File: src/rtl/mult_fu_pipe_pkg.sv
`default_nettype none
// +-----------------------------------------------------------------------------+
// | Module : mult_fu_pipe_pkg                                                   |
// | Brief  : Shared types for the pipelined multiply functional unit: the       |
// |          issue packet, the CDB packet, the RV32M multiply function enum,    |
// |          the per-stage pipeline register and an operand-extension helper.   |
// | Rev    : 1.0  initial release                                               |
// +-----------------------------------------------------------------------------+
package mult_fu_pipe_pkg;

   localparam int XLEN        = 32;
   localparam int PHYS_REG_W  = 6;    // 64 physical registers
   localparam int NUM_FU_MULT = 1;

   typedef logic [XLEN-1:0]       DATA;
   typedef logic [PHYS_REG_W-1:0] PHYS_REG_IDX;

   typedef enum logic [1:0] {
      MUL    = 2'h0,
      MULH   = 2'h1,
      MULHSU = 2'h2,
      MULHU  = 2'h3
   } MULT_FUNC;

   typedef struct packed {
      logic        valid;
      MULT_FUNC    func;
      DATA         rs1_value;
      DATA         rs2_value;
      PHYS_REG_IDX dest_reg_idx;
   } MULT_PACKET;

   typedef struct packed {
      logic        valid;
      PHYS_REG_IDX complete_tag;
      DATA         result;
   } CDB_REG_PACKET;

   // One pipeline register: control plus the running shift-add state.
   typedef struct packed {
      logic        valid;
      MULT_FUNC    func;
      PHYS_REG_IDX tag;
      logic [63:0] product;
      logic [63:0] mcand;
      logic [63:0] mplier;
   } MULT_STAGE_REG;

   // Widen a 32-bit operand to 64 bits. With both operands widened to 64
   // bits, a truncated 64x64 unsigned product equals the exact product for
   // every signedness combination.
   function automatic logic [63:0] extend_operand(input DATA v, input logic is_signed);
      return {{32{is_signed & v[31]}}, v};
   endfunction

endpackage
`default_nettype wire

File: src/rtl/mult_stage.sv
`default_nettype none
// +-----------------------------------------------------------------------------+
// | Module : mult_stage                                                         |
// | Brief  : One combinational shift-add step. Consumes BITS low multiplier     |
// |          bits, adds multiplicand*digit to the partial product, then shifts  |
// |          the multiplicand left and the multiplier right by BITS.            |
// | Ports  : product_in/mcand_in/mplier_in   running state in (64b each)        |
// |          product_out/mcand_out/mplier_out running state out (64b each)      |
// | Rev    : 1.0  initial release                                               |
// +-----------------------------------------------------------------------------+
module mult_stage #(
   parameter int BITS = 16
) (
   input  logic [63:0] product_in,
   input  logic [63:0] mcand_in,
   input  logic [63:0] mplier_in,
   output logic [63:0] product_out,
   output logic [63:0] mcand_out,
   output logic [63:0] mplier_out
);

   logic [63:0] digit;

   assign digit       = {{(64-BITS){1'b0}}, mplier_in[BITS-1:0]};
   assign product_out = product_in + (mcand_in * digit);
   assign mcand_out   = mcand_in << BITS;
   assign mplier_out  = mplier_in >> BITS;

endmodule
`default_nettype wire

File: src/rtl/mult_fu_pipe.sv
`default_nettype none
// +-----------------------------------------------------------------------------+
// | Module : mult_fu_pipe                                                       |
// | Brief  : Pipelined RV32M multiply unit (MUL/MULH/MULHSU/MULHU) sitting      |
// |          after issue. NUM_STAGES stage registers; the penultimate stage     |
// |          requests the CDB, the final stage is the broadcast register.       |
// |          Stalls on withheld grant and compresses bubbles upstream.          |
// | Ports  : clock, reset (async active-low)                                    |
// |          mult_packet   in   issued op                                       |
// |          squash        in   flush all in-flight ops                         |
// |          mult_cdb_gnt  in   CDB grant (meaningful only while requesting)    |
// |          mult_free     out  stage 0 can accept this cycle                   |
// |          mult_cdb_req  out  penultimate stage holds a valid op              |
// |          mult_cdb_packet out broadcast (all zero when idle)                 |
// |          perf_issued/perf_stall out (only with MULT_FU_PERF_EN defined)     |
// | Config : MULT_FU_PERF_EN adds saturating issue/stall counters.              |
// | Rev    : 1.0  initial release                                               |
// +-----------------------------------------------------------------------------+
module mult_fu_pipe
   import mult_fu_pipe_pkg::*;
#(
   parameter int NUM_STAGES = 4   // legal: 2, 4, 8
) (
   input  logic          clock,
   input  logic          reset,
   input  MULT_PACKET    mult_packet,
   input  logic          squash,
   input  logic          mult_cdb_gnt,
   output logic          mult_free,
   output logic          mult_cdb_req,
   output CDB_REG_PACKET mult_cdb_packet
`ifdef MULT_FU_PERF_EN
   ,
   output logic [31:0]   perf_issued,
   output logic [31:0]   perf_stall
`endif
);

   localparam int STEP_BITS = 64 / NUM_STAGES;
   localparam int PEN       = NUM_STAGES - 2;   // stage that requests the CDB
   localparam int LAST      = NUM_STAGES - 1;   // broadcast register

   MULT_STAGE_REG stage_q [NUM_STAGES];
   MULT_STAGE_REG stage_d [NUM_STAGES];

   logic [63:0] w_prod_in   [NUM_STAGES];
   logic [63:0] w_mcand_in  [NUM_STAGES];
   logic [63:0] w_mplier_in [NUM_STAGES];
   logic [63:0] w_prod_out  [NUM_STAGES];
   logic [63:0] w_mcand_out [NUM_STAGES];
   logic [63:0] w_mplier_out[NUM_STAGES];

   logic [NUM_STAGES-1:0] adv;     // stage i hands its op to stage i+1 this edge
   logic                  accept;
   logic                  rs1_signed;
   logic                  rs2_signed;

   assign rs1_signed = (mult_packet.func != MULHU);
   assign rs2_signed = (mult_packet.func == MUL) || (mult_packet.func == MULH);

   // ---------------------------------------------------------------- datapath
   // Step 0 works on the freshly extended operands so the stage-0 register
   // already holds the first partial product; step i sits between registers
   // i-1 and i.
   for (genvar i = 0; i < NUM_STAGES; i++) begin : g_stage
      if (i == 0) begin : g_first
         assign w_prod_in[i]   = 64'd0;
         assign w_mcand_in[i]  = extend_operand(mult_packet.rs1_value, rs1_signed);
         assign w_mplier_in[i] = extend_operand(mult_packet.rs2_value, rs2_signed);
      end else begin : g_rest
         assign w_prod_in[i]   = stage_q[i-1].product;
         assign w_mcand_in[i]  = stage_q[i-1].mcand;
         assign w_mplier_in[i] = stage_q[i-1].mplier;
      end

      mult_stage #(
         .BITS        (STEP_BITS)
      ) u_step (
         .product_in  (w_prod_in[i]),
         .mcand_in    (w_mcand_in[i]),
         .mplier_in   (w_mplier_in[i]),
         .product_out (w_prod_out[i]),
         .mcand_out   (w_mcand_out[i]),
         .mplier_out  (w_mplier_out[i])
      );
   end

   // ----------------------------------------------------------------- control
   always_comb begin
      adv       = '0;
      adv[LAST] = 1'b1;
      adv[PEN]  = stage_q[PEN].valid & mult_cdb_gnt;
      // Evaluated back-to-front so an advancing stage frees the one behind it
      // in the same cycle (bubble compression).
      for (int i = PEN - 1; i >= 0; i--) begin
         adv[i] = stage_q[i].valid & (!stage_q[i+1].valid | adv[i+1]);
      end

      mult_free    = !stage_q[0].valid | adv[0];
      mult_cdb_req = stage_q[PEN].valid;
      accept       = mult_packet.valid & mult_free & !squash;
   end

   always_comb begin
      for (int i = 0; i < NUM_STAGES; i++) begin
         stage_d[i] = stage_q[i];
      end

      if (accept) begin
         stage_d[0].valid   = 1'b1;
         stage_d[0].func    = mult_packet.func;
         stage_d[0].tag     = mult_packet.dest_reg_idx;
         stage_d[0].product = w_prod_out[0];
         stage_d[0].mcand   = w_mcand_out[0];
         stage_d[0].mplier  = w_mplier_out[0];
      end else if (adv[0]) begin
         stage_d[0].valid   = 1'b0;
      end

      for (int i = 1; i < NUM_STAGES; i++) begin
         if (adv[i-1]) begin
            stage_d[i].valid   = 1'b1;
            stage_d[i].func    = stage_q[i-1].func;
            stage_d[i].tag     = stage_q[i-1].tag;
            stage_d[i].product = w_prod_out[i];
            stage_d[i].mcand   = w_mcand_out[i];
            stage_d[i].mplier  = w_mplier_out[i];
         end else if (adv[i]) begin
            stage_d[i].valid   = 1'b0;
         end
      end

      // Squash kills everything still in flight, including an op that would
      // have entered the broadcast register on a grant this cycle.
      if (squash) begin
         for (int i = 0; i < NUM_STAGES; i++) begin
            stage_d[i].valid = 1'b0;
         end
      end
   end

   always_ff @(posedge clock or negedge reset) begin
      if (!reset) begin
         for (int i = 0; i < NUM_STAGES; i++) begin
            stage_q[i] <= '0;
         end
      end else begin
         for (int i = 0; i < NUM_STAGES; i++) begin
            stage_q[i] <= stage_d[i];
         end
      end
   end

   // ------------------------------------------------------------------ output
   always_comb begin
      mult_cdb_packet = '0;
      if (stage_q[LAST].valid) begin
         mult_cdb_packet.valid        = 1'b1;
         mult_cdb_packet.complete_tag = stage_q[LAST].tag;
         mult_cdb_packet.result       = (stage_q[LAST].func == MUL) ?
                                        stage_q[LAST].product[31:0] :
                                        stage_q[LAST].product[63:32];
      end
   end

`ifdef MULT_FU_PERF_EN
   // ------------------------------------------------------------ perf counters
   logic [31:0] perf_issued_q, perf_issued_d;
   logic [31:0] perf_stall_q,  perf_stall_d;

   always_comb begin
      perf_issued_d = perf_issued_q;
      perf_stall_d  = perf_stall_q;
      if (accept && (perf_issued_q != '1)) begin
         perf_issued_d = perf_issued_q + 32'd1;
      end
      if (mult_cdb_req && !mult_cdb_gnt && (perf_stall_q != '1)) begin
         perf_stall_d = perf_stall_q + 32'd1;
      end
   end

   always_ff @(posedge clock or negedge reset) begin
      if (!reset) begin
         perf_issued_q <= '0;
         perf_stall_q  <= '0;
      end else begin
         perf_issued_q <= perf_issued_d;
         perf_stall_q  <= perf_stall_d;
      end
   end

   assign perf_issued = perf_issued_q;
   assign perf_stall  = perf_stall_q;
`endif

endmodule
`default_nettype wire
File: config.mk
export PLATFORM = sky130hd
export DESIGN_NAME = mult_fu_pipe
export DESIGN_NICKNAME = d
export VERILOG_FILES = /design/src/rtl/mult_fu_pipe_pkg.sv /design/src/rtl/mult_stage.sv /design/src/rtl/mult_fu_pipe.sv
export SDC_FILE = /design/constraint.sdc
export NUM_CORES = 2
export LEC_CHECK = 0
export ABC_AREA = 1
export BUFFER_PORTS_ARGS = -buffer_cell sky130_fd_sc_hd__buf_2
export CORE_MARGIN = 5
export CORE_UTILIZATION = 50
export DETAILED_ROUTE_END_ITERATION = 16
export MAX_ROUTING_LAYER = met4
export PLACE_DENSITY = 0.66
export SYNTH_ARGS = -nofsm -noshare
export SYNTH_HDL_FRONTEND = slang
export SYNTH_SLANG_ARGS = --single-unit
File: constraint.sdc
create_clock -name clock -period 7.14 [get_ports clock]
set_input_delay 0.714 -clock clock [delete_from_list [all_inputs] [get_ports clock]]
set_output_delay 0.714 -clock clock [all_outputs]
set_load 0.005 [all_outputs]
==> impl_metrics.json <==
{
  "outcome": "finished, violations left",
  "violations": "setup timing",
  "grt_overflow": 0,
  "synth_edf_count": 0,
  "clock-skew-final_ps": 51.5,
  "synth-seq-cells": 378,
  "dpl_cell_area_sq_um": 73800,
  "final.setup.worst_slack_ps": -79.5,
  "min_period_ps": 7220,
  "synth_cells": 8627,
  "worst_slew_pin_slew_ps": 1270,
  "fin_cells": 11100,
  "yosys.cell_types.count": 42,
  "slowest_stage": "fa_1",
  "cp.arrival_ps": 7740,
  "period_share": 1.01,
  "grt_usage": 0.310,
  "drv_slew": 0,
  "cp_max_fo": 5,
  "synthMuxAreaShare": 0,
  "r2r_setup_slack_ps": -80,
  "cts_root_buf": "clkbuf_16",
  "grt_antenna_before_repair": 7,
  "drtIter0Drc": 4060,
  "grt_pass1_vias": 59300,
  "drt-pass1-iter-count": 8,
  "dp_hpwl_mm": 176,
  "cts.clk_slew.worst_paths_ps": 60,
  "syn_area_sq_um": 65800,
  "rsz0062_at_grt": "true",
  "crit_top_cell": "inv_1",
  "path_delay_family": "adder cells",
  "worstSetupPathType": "flop to flop",
  "place_congestion": 0.972,
  "maxCapViolCount": 0,
  "yosysTopAreaCellShare": 0.367,
  "synthesis.nets": 10300,
  "syn2layout_area_growth_pct": 21.5,
  "drive_above_1_share": 0.193,
  "grt_pass1_wl_mm": 330,
  "synth_ff_type": "dfrtp_1",
  "final_common_cell": "nand2_1",
  "hold_class": "primary input to async pin",
  "relSlewSlack": 0.155,
  "h-tree-depth": 2,
  "wirelength_mm": 210,
  "drcViolationCount": 0,
  "cts_hold_buf": 0,
  "grt_max_degree": 127,
  "cts.sinks": 378,
  "cp.required_ps": 7660,
  "yosys.area_share.xor_xnor": 0.0202,
  "crit_path_start_kind": "flop",
  "crit_buf_inv": 14,
  "synthTopCellsByArea": "fa_1 37%, dfrtp_1 14%, nand2_1 13%, inv_1 13%, ha_1 6.7%",
  "final_core_util": 0.610,
  "synth_top_family_by_area": "adder cells",
  "max_freq_ghz": 0.139,
  "die_h_um": 373,
  "final-setup-viol-count": 5,
  "die_area_sq_um": 139000,
  "via_per_inst": 5.12,
  "ios": 118,
  "slowest_delay_ps": 540,
  "synth-simple-area-share": 0.193,
  "rows": 133,
  "num-fill-cells": 11900,
  "start_util": 0.502,
  "synth_warnings": 0,
  "clk_latency_ps": 650,
  "synth-compound-area-share": 0.0644,
  "ys_seq_area_frac": 0.144,
  "dp_cells": 11000,
  "synth.avg_cell_area_sq_um": 7.63,
  "die_w_um": 373,
  "numPortBuffers": 117,
  "dr_total_vias": 57000,
  "cts_buffers": 46,
  "ant_nets": 0,
  "yosysTopAreaCell": "fa_1",
  "synthAdderAreaFrac": 0.434,
  "setup-tns-final_ps": -151,
  "cts_buffer_depth": 3,
  "cts_tree": "yes",
  "hold_viol": 0,
  "synthArstFlopShare": 1.00,
  "cp-end-kind": "flop",
  "wl_per_cell_um": 18.9,
  "fp.coreArea_sq_um": 131000,
  "num-nets-final": 11000,
  "final_cell_mix": "2256 x nand2_1, 2105 x inv_1, 1158 x fa_1",
  "postLayoutCellArea_sq_um": 80000
}
==> sequential cells by signal, indices dropped and copies added, names as in the netlist <==
| name | count |
|---|---|
| stage_q | 377 |
| mult_cdb_req | 1 |
==> worst register-to-register path: cells and delay by family, from the launching register on <==
kind	cells	cell delay [ps]
adders and majority gates	8	3620
xor gates and xnor gates	1	100
AOI/OAI and AO/OA	1	190
and+or+nand+nor	16	1460
buffers and inverters	14	1270
DFF	1	500
==> cell families after synthesis <==
group | after synthesis
adders and majority gates | 1560
and+or+nand+nor | 3208
xor gates and xnor gates | 152
AOI/OAI and AO/OA | 789
DFF | 378
buffers and inverters | 2540
==> layout make-up <==
class                           instances  area (sq um)  area share
Multi-Input combinational cell       5709         50500       0.632
Clock buffer                           60          1270      0.0159
Sequential cell                       378          9480       0.119
Antenna cell                            4          10.0    0.000125
Tap cell                             1755          2200      0.0275
Inverter                             2201          8310       0.104
Timing Repair Buffer                  992          7820      0.0978
Clock inverter                         23           350     0.00438
==> synthesized netlist by cell type (2+ instances only) <==
master and count:
nand3_1 233, nor4_1 11, nand3b_1 17, a21o_1 22, o22ai_1 8, inv_2 2, xor2_1 69, o311ai_0 2
inv_1 2196, a21oi_1 234, dfrtp_1 378, or2_2 20, buf_1 3, o31ai_1 6, nor2_1 460, o211ai_1 2
buf_2 6, fa_1 1206, xnor2_1 83, nand2_1 2361, o21ai_0 408, o21ai_1 8, clkbuf_1 329, nor3_1 52
nand2_2 3, a21boi_0 9, a31oi_1 42, ha_1 354, o21bai_1 34, o21a_1 10, nor2_4 3, clkinv_1 3
nand4_1 36, and3_1 9
==> worst paths after layout <==
kind / cells past startpoint / from / end
max: 40 / stage_q[607] / stage_q[588]
min: 1 / reset / stage_q[177]
max reg2reg: 40 / stage_q[607] / stage_q[588]
min reg2reg: 2 / stage_q[399] / stage_q[198]
max in group asynchronous: 2 / reset / stage_q[746]
min in group clock: 3 / mult_packet[28] / stage_q[609]
==> repair_timing <==
| item | in CTS | in global routing |
|---|---|---|
| resized for setup | 295 | 668 |
| cloned | 3 | 3 |
| pin swaps | 67 | 240 |
| setup buffers | 11 | 60 |
| setup endpoints to repair | 49 | 56 |
==> routing by layer <==
| layer | up-vias | track usage | share of wire |
|---|---|---|---|
| met5 | - | - | 0 |
| met4 | 0 | 0.0889 | 0.037 |
| met3 | 340 | 0.0251 | 0.052 |
| met2 | 1578 | 0.495 | 0.47 |
| met1 | 28500 | 0.428 | 0.44 |
| li1 | 26600 | - | - |
==> stage by stage <==
stage                     setup slack, ps  hold WS (ps)
final                               -79.5           146
after CTS                           -86.1           175
after detailed placement             -589           457
after global routing                 -328           222
after global placement               -444           451
after floorplan                       207           418
Power is not shown: default switching activity piles up to over one toggle a cycle in this logic, so the estimate is an artifact.
